--- src/rtl/m_boot_ctrl_pkg.sv ---
// Shared encodings for the boot/run controller: FSM states, stop-cause codes
// and the default halt instruction (ebreak).
package m_boot_ctrl_pkg;

  typedef enum logic [1:0] {
    S_IDLE = 2'd0,
    S_LOAD = 2'd1,
    S_RUN  = 2'd2,
    S_DONE = 2'd3
  } state_t;

  localparam logic [1:0] CAUSE_NONE  = 2'd0;
  localparam logic [1:0] CAUSE_HALT  = 2'd1;
  localparam logic [1:0] CAUSE_LIMIT = 2'd2;
  localparam logic [1:0] CAUSE_ABORT = 2'd3;

  localparam logic [31:0] HALT_INSN_DEFAULT = 32'h0010_0073;

endpackage

--- src/rtl/m_sat_counter.sv ---
// Saturating up-counter with synchronous clear; one-cycle update latency,
// no flow control (holds at all-ones instead of wrapping).
module m_sat_counter #(
  parameter int W = 32
) (
  input  logic         clk,
  input  logic         rst,
  input  logic         clr,
  input  logic         en,
  output logic [W-1:0] q
);

  always_ff @(posedge clk) begin
    if (rst || clr) begin
      q <= '0;
    end else if (en && (q != '1)) begin
      q <= q + W'(1);
    end
  end

endmodule

--- src/rtl/m_boot_ctrl.sv ---
// Boot/run controller: streams a program into imem (write path same-cycle, ready
// decoded from state so never depends on valid), then runs the core until halt/limit/abort.
module m_boot_ctrl
  import m_boot_ctrl_pkg::*;
#(
  parameter int                ADDR_W    = 10,
  parameter int                DATA_W    = 32,
  parameter int                CNT_W     = 32,
  parameter logic [DATA_W-1:0] HALT_INSN = DATA_W'(HALT_INSN_DEFAULT)
) (
  input  logic              w_clk,
  input  logic              w_rst,
  input  logic              w_start,
  input  logic              w_abort,
  input  logic [CNT_W-1:0]  w_cycle_limit,
  input  logic              w_ld_valid,
  input  logic [DATA_W-1:0] w_ld_data,
  input  logic              w_ld_last,
  output logic              w_ld_ready,
  output logic              w_im_we,
  output logic [ADDR_W-1:0] w_im_addr,
  output logic [DATA_W-1:0] w_im_wdata,
  output logic              w_core_rst,
  output logic              w_run,
  input  logic [DATA_W-1:0] w_ir,
  input  logic              w_ir_valid,
  output logic              w_done,
  output logic [1:0]        w_cause,
  output logic              w_trunc,
  output logic [ADDR_W:0]   w_nwords,
  output logic [CNT_W-1:0]  w_cycles
);

  state_t            state, state_nxt;
  logic [ADDR_W-1:0] addr;
  logic [1:0]        cause_nxt;
  logic              start_acc;
  logic              set_trunc;
  logic              ld_hs;
  logic              halt_hit;
  logic              limit_hit;

  assign ld_hs     = (state == S_LOAD) && w_ld_valid;
  assign halt_hit  = w_ir_valid && (w_ir == HALT_INSN);
  // Compare one bit wider so a saturated counter cannot alias to limit 0.
  assign limit_hit = (w_cycle_limit != '0) &&
                     (({1'b0, w_cycles} + (CNT_W+1)'(1)) == {1'b0, w_cycle_limit});

  always_comb begin
    state_nxt = state;
    cause_nxt = CAUSE_NONE;
    start_acc = 1'b0;
    set_trunc = 1'b0;
    case (state)
      S_IDLE, S_DONE: begin
        if (w_start) begin
          state_nxt = S_LOAD;
          start_acc = 1'b1;
        end
      end
      S_LOAD: begin
        if (ld_hs) begin
          if (w_ld_last) begin
            state_nxt = S_RUN;
          end else if (addr == '1) begin
            state_nxt = S_RUN;
            set_trunc = 1'b1;
          end
        end
      end
      S_RUN: begin
        if (halt_hit) begin
          state_nxt = S_DONE;
          cause_nxt = CAUSE_HALT;
        end else if (limit_hit) begin
          state_nxt = S_DONE;
          cause_nxt = CAUSE_LIMIT;
        end else if (w_abort) begin
          state_nxt = S_DONE;
          cause_nxt = CAUSE_ABORT;
        end
      end
      default: state_nxt = S_IDLE;
    endcase
  end

  assign w_ld_ready = (state == S_LOAD);
  assign w_im_we    = ld_hs;
  assign w_im_addr  = addr;
  assign w_im_wdata = w_ld_data;

  always_ff @(posedge w_clk) begin
    if (w_rst) begin
      state      <= S_IDLE;
      addr       <= '0;
      w_nwords   <= '0;
      w_cause    <= CAUSE_NONE;
      w_trunc    <= 1'b0;
      w_core_rst <= 1'b1;
      w_run      <= 1'b0;
      w_done     <= 1'b0;
    end else begin
      state      <= state_nxt;
      // Control outputs follow the next state so they line up with it exactly.
      w_core_rst <= (state_nxt == S_IDLE) || (state_nxt == S_LOAD);
      w_run      <= (state_nxt == S_RUN);
      w_done     <= (state_nxt == S_DONE);
      if (start_acc) begin
        addr     <= '0;
        w_nwords <= '0;
        w_cause  <= CAUSE_NONE;
        w_trunc  <= 1'b0;
      end else begin
        if (ld_hs) begin
          addr     <= addr + ADDR_W'(1);
          w_nwords <= w_nwords + (ADDR_W+1)'(1);
        end
        if (set_trunc) begin
          w_trunc <= 1'b1;
        end
        if ((state == S_RUN) && (state_nxt == S_DONE)) begin
          w_cause <= cause_nxt;
        end
      end
    end
  end

  m_sat_counter #(.W(CNT_W)) u_cycles (
    .clk (w_clk),
    .rst (w_rst),
    .clr (start_acc),
    .en  (state == S_RUN),
    .q   (w_cycles)
  );

endmodule

--- config.mk ---
export PLATFORM = sky130hd
export DESIGN_NAME = m_boot_ctrl
export DESIGN_NICKNAME = d
export VERILOG_FILES = /design/src/rtl/m_boot_ctrl_pkg.sv /design/src/rtl/m_sat_counter.sv /design/src/rtl/m_boot_ctrl.sv
export SDC_FILE = /design/constraint.sdc
export NUM_CORES = 1
export LEC_CHECK = 0
export CAP_MARGIN = 10
export CORE_ASPECT_RATIO = 0.7
export CORE_MARGIN = 2
export CORE_UTILIZATION = 29
export CTS_BUF_LIST = sky130_fd_sc_hd__clkbuf_2
export CTS_CLUSTER_SIZE = 28
export DETAILED_ROUTE_END_ITERATION = 7
export SLEW_MARGIN = 20
export SYNTH_ARGS = -nofsm -noshare
export SYNTH_HDL_FRONTEND = slang
export SYNTH_SLANG_ARGS = --single-unit
--- constraint.sdc ---
create_clock -name w_clk -period 2.32 [get_ports w_clk]
set_input_delay 0.464 -clock w_clk [delete_from_list [all_inputs] [get_ports w_clk]]
set_output_delay 0.464 -clock w_clk [all_outputs]
set_load 0.005 [all_outputs]
---- After elaboration in Yosys (flattened, before gate mapping) ----
Index checks and enable logic that the tools add are counted.
word-level totals
  register bits after elaboration ......... 61
  input port bits ......................... 103
  output and inout port bits .............. 93
  word-level logic and storage cells ...... 53
operators by class
  $add $sub $neg .......................... 4
  equality and inequality tests ........... 10
  multiplexer cells ....................... 18
  reduce and logical (&&, ||, !) cells .... 12
operators with widths
  operator                                         count
  adder 32 x 1 -> 33 bit, second input constant    1
  == test 33 x 32 -> 1 bit                         1
  adder 32 x 1 -> 32 bit, second input constant    1
  == test 32 x 21 -> 1 bit, second input constant  1
  != test 32 bit, second input constant            1
  nonzero test 32 bit                              1
  two-way mux 2 bit                                11
  adder 11 x 1 -> 11 bit, second input constant    1
  adder 10 x 1 -> 10 bit, second input constant    1
  == test 10 bit, second input constant            1
  == test 2 bit, second input constant             4
  two-way mux 1 bit                                6
  one-hot mux 2 bit (3 select lines)               1
  logical AND 1 bit                                5
  == test 2 x 1 -> 1 bit, second input constant    2
  zero test 2 bit                                  2
  OR reduction 2 bit                               2
  logical OR 1 bit                                 2

---- Logic depth before layout (Yosys ltp) ----
  depth after elaboration ................. 8
  depth in mapped cells ................... 10

---- Cells and area by module ----
From an unflattened synthesis, not the netlist that was laid out.
second synthesis, totals
  cell total of the unflattened synthesis .. 591
  area, all modules ....................... 4740.8 um2
modules (own cells, without submodules)
  module         times used  cells an instance  area each (um2)
  m_boot_ctrl    1           402                3059.2
  m_sat_counter  1           189                1681.6

---- Worst setup path after synthesis ----
OpenSTA, ideal clock, no wires.
  path kind ............................... register to register
  start ................................... reg u_cycles.q[0]
  end ..................................... reg w_run
  setup time .............................. 0.116 ns
  arrival time ............................ 2.322 ns
  required time ........................... 2.204 ns
  path slack .............................. -0.118 ns
  cell stages (with the launch flop) ...... 9
  buffers on the path ..................... 0
  cells stage by stage .................... dfxtp_1 > ha_1 > nand3_2 > or3_4 > nor3_1 > a31oi_1 > a2111oi_4 > nand4_2 > a31o_1
between the ends
  longest elaborated chain between the ends .. 7
RTL lines
  element                             RTL line             source
  start, declared                     m_sat_counter.sv:10  output logic [W-1:0] q
  start signal, assigned              m_sat_counter.sv:17  q <= q + W'(1);
  adder 32 x 1 -> 33 bit              m_boot_ctrl.sv:47    (({1'b0, w_cycles} + (CNT_W+1)'(1)) == {1'b0, w_cycle_limit});
  == test 33 x 32 -> 1 bit            m_boot_ctrl.sv:47
  logical AND 1 bit                   m_boot_ctrl.sv:46    assign limit_hit = (w_cycle_limit != '0) &&
  two-way mux 2 bit                   m_boot_ctrl.sv:75    end else if (limit_hit) begin
  two-way mux 2 bit                   m_boot_ctrl.sv:72    if (halt_hit) begin
  one-hot mux 2 bit (3 select lines)  m_boot_ctrl.sv:54    case (state)
  == test 2 bit                       m_boot_ctrl.sv:106   w_run <= (state_nxt == S_RUN);
  end signal, assigned                m_boot_ctrl.sv:106
  end, declared                       m_boot_ctrl.sv:24    output logic w_run,
Every way passes these cells.
A chain may end at the register's enable or synchronous reset.

---- Final worst setup path ----
  start ................................... reg u_cycles.q[1]
  end ..................................... reg w_run
Same word-level chain as after synthesis.

==> results by group <==
Worst setup path
  • Delay-heaviest family, CP: simple AND/OR/NAND/NOR gates
  • Crit-path most repeated cell: and4_4
  • CP peak stage delay: 0.41 ns
  • Crit path launch type: flip-flop
  • Crit Path Category: reg -> reg
  • Critical path fanouts, max: 6
  • Cell chain of the critical path: buf_4 -> and4_4 -> and4_2 -> nand4_1 -> a2111oi_0 -> and4_4 -> nand4_4 -> a31o_1
  • Crit path DAT: 2.78 ns
  • Worst Path Buf+Inv: 1
  • Total stage count of the critical path: 8
  • CP Data Required Time: 2.75 ns
  • Worst R2R Path Depth: 8
  • Crit-path slowest cell: dfxtp_2
  • Crit end category: flip-flop

Route
  • Initial DRC count: 270
  • WL final: 14.61 mm
  • Via count of the routed design: 4538
  • WL/cell: 15.91 microns
  • Final ANT Viol Nets: 0
  • DRC Markers: 0
  • Number of vias per cell: just under 5
  • First drt pass iteration count: 5

Placement
  • DP HPWL: 11.07 mm
  • # placed instances: roughly 880
  • IO buf count: 131
  • GPL Wtd Cong: between 0.9 and 1
  • Post-DP Area: 6051 sq um

Floorplan
  • Initial core utilization: between 20% and 30%
  • Die area: 15430 sq um
  • Core ar.: 14010 sq um
  • Die Wd: 147.6 microns
  • # rows: 36
  • Io pins: 196
  • Die height: 104.5 microns

STA
  • Post-layout minimum cycle time: 2.349 ns
  • Setup repair after global routing missed its margin: yes
  • Max Clock Skew: 0.02235 ns
  • # setup viols final: 1
  • Final critical-path setup slack: -0.02934 ns
  • Fin crit share: 101.3%
  • Final Max Tran Viols: 0
  • Peak Freq: 425.7 MHz
  • Worst Tran Pin Value: 0.5663 ns
  • Slew HR: 61.90%
  • Hold Vio Cnt, Final: 0

Cells and area
  • Design Area, Final: 6676 sq um
  • Layout Cells excl Fill: 918
  • P&R area growth vs syn: 59.43%
  • Layout cells sized above 1: 26.10%
  • Nets: 831
  • Fillers: 1326
  • Antenna Cells: 0

Synth
  • Synthesized instance count: 521
  • Async S/R FF share, synth: 0%
  • Mapped Area: between 4000 and 5000 sq um
  • Most instantiated cells after synthesis: dfxtp_1 (61), nor2_1 (61), xor2_1 (48)
  • Top cells by area, synth: dfxtp_1 (29%), xor2_1 (10%), xnor2_1 (6.9%), buf_4 (6.5%), nor2_1 (5.5%)
  • Total number of yosys warnings: 0
  • Distinct cells, synth: 56
  • Post-synth EDFFs: 0
  • Leading area contributor after synthesis: dfxtp_1
  • Synth top area share: 29.16%
  • Main flop type after synthesis: dfxtp_1
  • Syn_area_per_cell: 8.038 sq um
  • Syn Nets: 629
  • Sequential fraction of the synthesis area: around 30%
  • Yosys reg bits: 61

Clocking
  • Bufs on Longest Clock Path: 2
  • CTS H-tree lvls: 3
  • Clk_lat worst skew: 0.52 ns
  • Clock transition at path regs: 0.20 ns
  • CTS Buf Count: 9
  • Clock tree from TritonCTS: done
  • CTS sink count: 61
  • Clock root buffer: clkbuf_2

Min path
  • Hold depth: 2
  • Worst hold path class: reg -> reg

Flow run
  • Maxcap violations: 0

Status
  • Status: finished, violations left
  • Violations in the final reports: negative setup slack

Pwr
  • VDD IR max: 0.2348 mV
  • Power after layout: 2.510 mW
  • Leakage power: 2.460 nW
  • Pwr dens: 376.0 nW/um^2

GRT
  • Largest net degree at the start of global routing: 34
  • Global-route wire length before repair: 22.98 mm
  • Grt ovf: 0
  • Vias in the first global route: 4405
  • Initial antenna violation count: 0
  • GRT Util Overall: 18.64%
## placed cells by master, fill, tap and decap left out, drive strengths merged, types with 2 or more instances in the layout
master,netlist,routed
nand3,25,25
ha,5,5
a31o,2,2
and4,10,11
nor2b,4,4
nor4,23,23
buf,39,114
or3,15,15
a311oi,4,4
clkdlybuf4s50,0,130
nor2,61,61
nand4,26,26
o21a,3,3
o2bb2ai,2,2
nor3,15,15
a211oi,2,2
nand2b,2,2
a2111oi,3,3
mux2i,3,3
and3,11,11
clkbuf,16,9
nand2,40,40
clkinv,0,3
inv,9,10
xnor2,33,33
bufinv,0,2
o21ai,16,16
a21o,3,3
a21oi,19,19
o22ai,3,3
dfxtp,61,61
a31oi,5,5
xor2,48,48
## worst paths after layout
| path | slack (ns) | end | from |
|---|---|---|---|
| worst min-delay path | 0.50 | w_trunc | w_trunc |
| worst min register to register | 0.50 | w_trunc | w_trunc |
| worst max-delay path | -0.03 | w_run | u_cycles.q[1] |
| worst max register to register | -0.03 | w_run | u_cycles.q[1] |
## power by group
group	switching [mW]	internal, mW	leakage, nW
logic	0.301	0.305	1.88
clock network	0.445	0.362	0.0825
registers	0.0270	1.07	0.496
total	0.773	1.74	2.46
## timing repair
item | CTS | global route
resized for setup | 39 | 24
setup buffers | 8 | 18
cloned | 1 | 0
hold buffers | 0 | 0
pin swaps | 15 | 14
endpoints found under the setup margin | 16 | 26
hold endpoints to repair | 0 | 0
## tightest hold or removal path, delay by kind of cell (launching register included)
family,cells,cell delay (ns)
flip-flops,1,0.36
AND/OR/NAND/NOR,2,0.13
## registers in the layout, summed over array words and instances, names as in the netlist
signal / flops
w_nwords: 11
w_im_addr: 10
w_core_rst: 1
w_done: 1
u_cycles.q: 32
state: 2
w_trunc: 1
w_cause: 2
w_run: 1
## logic make-up after synthesis
group	count (synthesis)	synth area share, %
AO/OA/AOI/OAI	69	11.50
XOR/XNOR	81	16.94
adder cells (fa/ha/maj)	5	1.494
buffers and inverters	64	9.770
flip-flops	61	29.16
multiplexers	3	0.7171
AND/OR/NAND/NOR	238	30.42
## metrics by stage
| step | util, % | setup slack (ns) | hold WS (ns) | setup TNS [ns] |
|---|---|---|---|---|
| detailed placement | 43.19 | -0.3028 | 0.4764 | -1.256 |
| finish | 47.66 | -0.02934 | 0.5028 | -0.02934 |
| CTS | 45.80 | -0.08079 | 0.5083 | -0.08952 |
| global placement | 43.19 | -0.2498 | 0.4584 | -1.020 |
| floorplan | - | 0.005937 | 0.4650 | 0 |
| global route | 47.66 | -0.1631 | 0.5419 | -0.5254 |
## metal layers
layer	wire length (microns)	track usage, %	up-vias
met5	0	0	-
met4	61	3.777	0
met3	875	5.240	8
met2	6530	27.91	141
met1	7140	26.66	2156
li1	-	-	2233
## layout make-up
type	instances	area [sq um]	area share, %
Clock inverter	7	98.84	1.481
Multi-Input combinational cell	397	2830	42.39
Clock buffer	9	45.04	0.6747
Timing Repair Buffer	245	2196	32.89
Tap cell	190	237.7	3.561
Sequential cell	61	1235	18.50
Inverter	9	33.78	0.5060
Note: power is estimated with default switching activity, not from simulation.
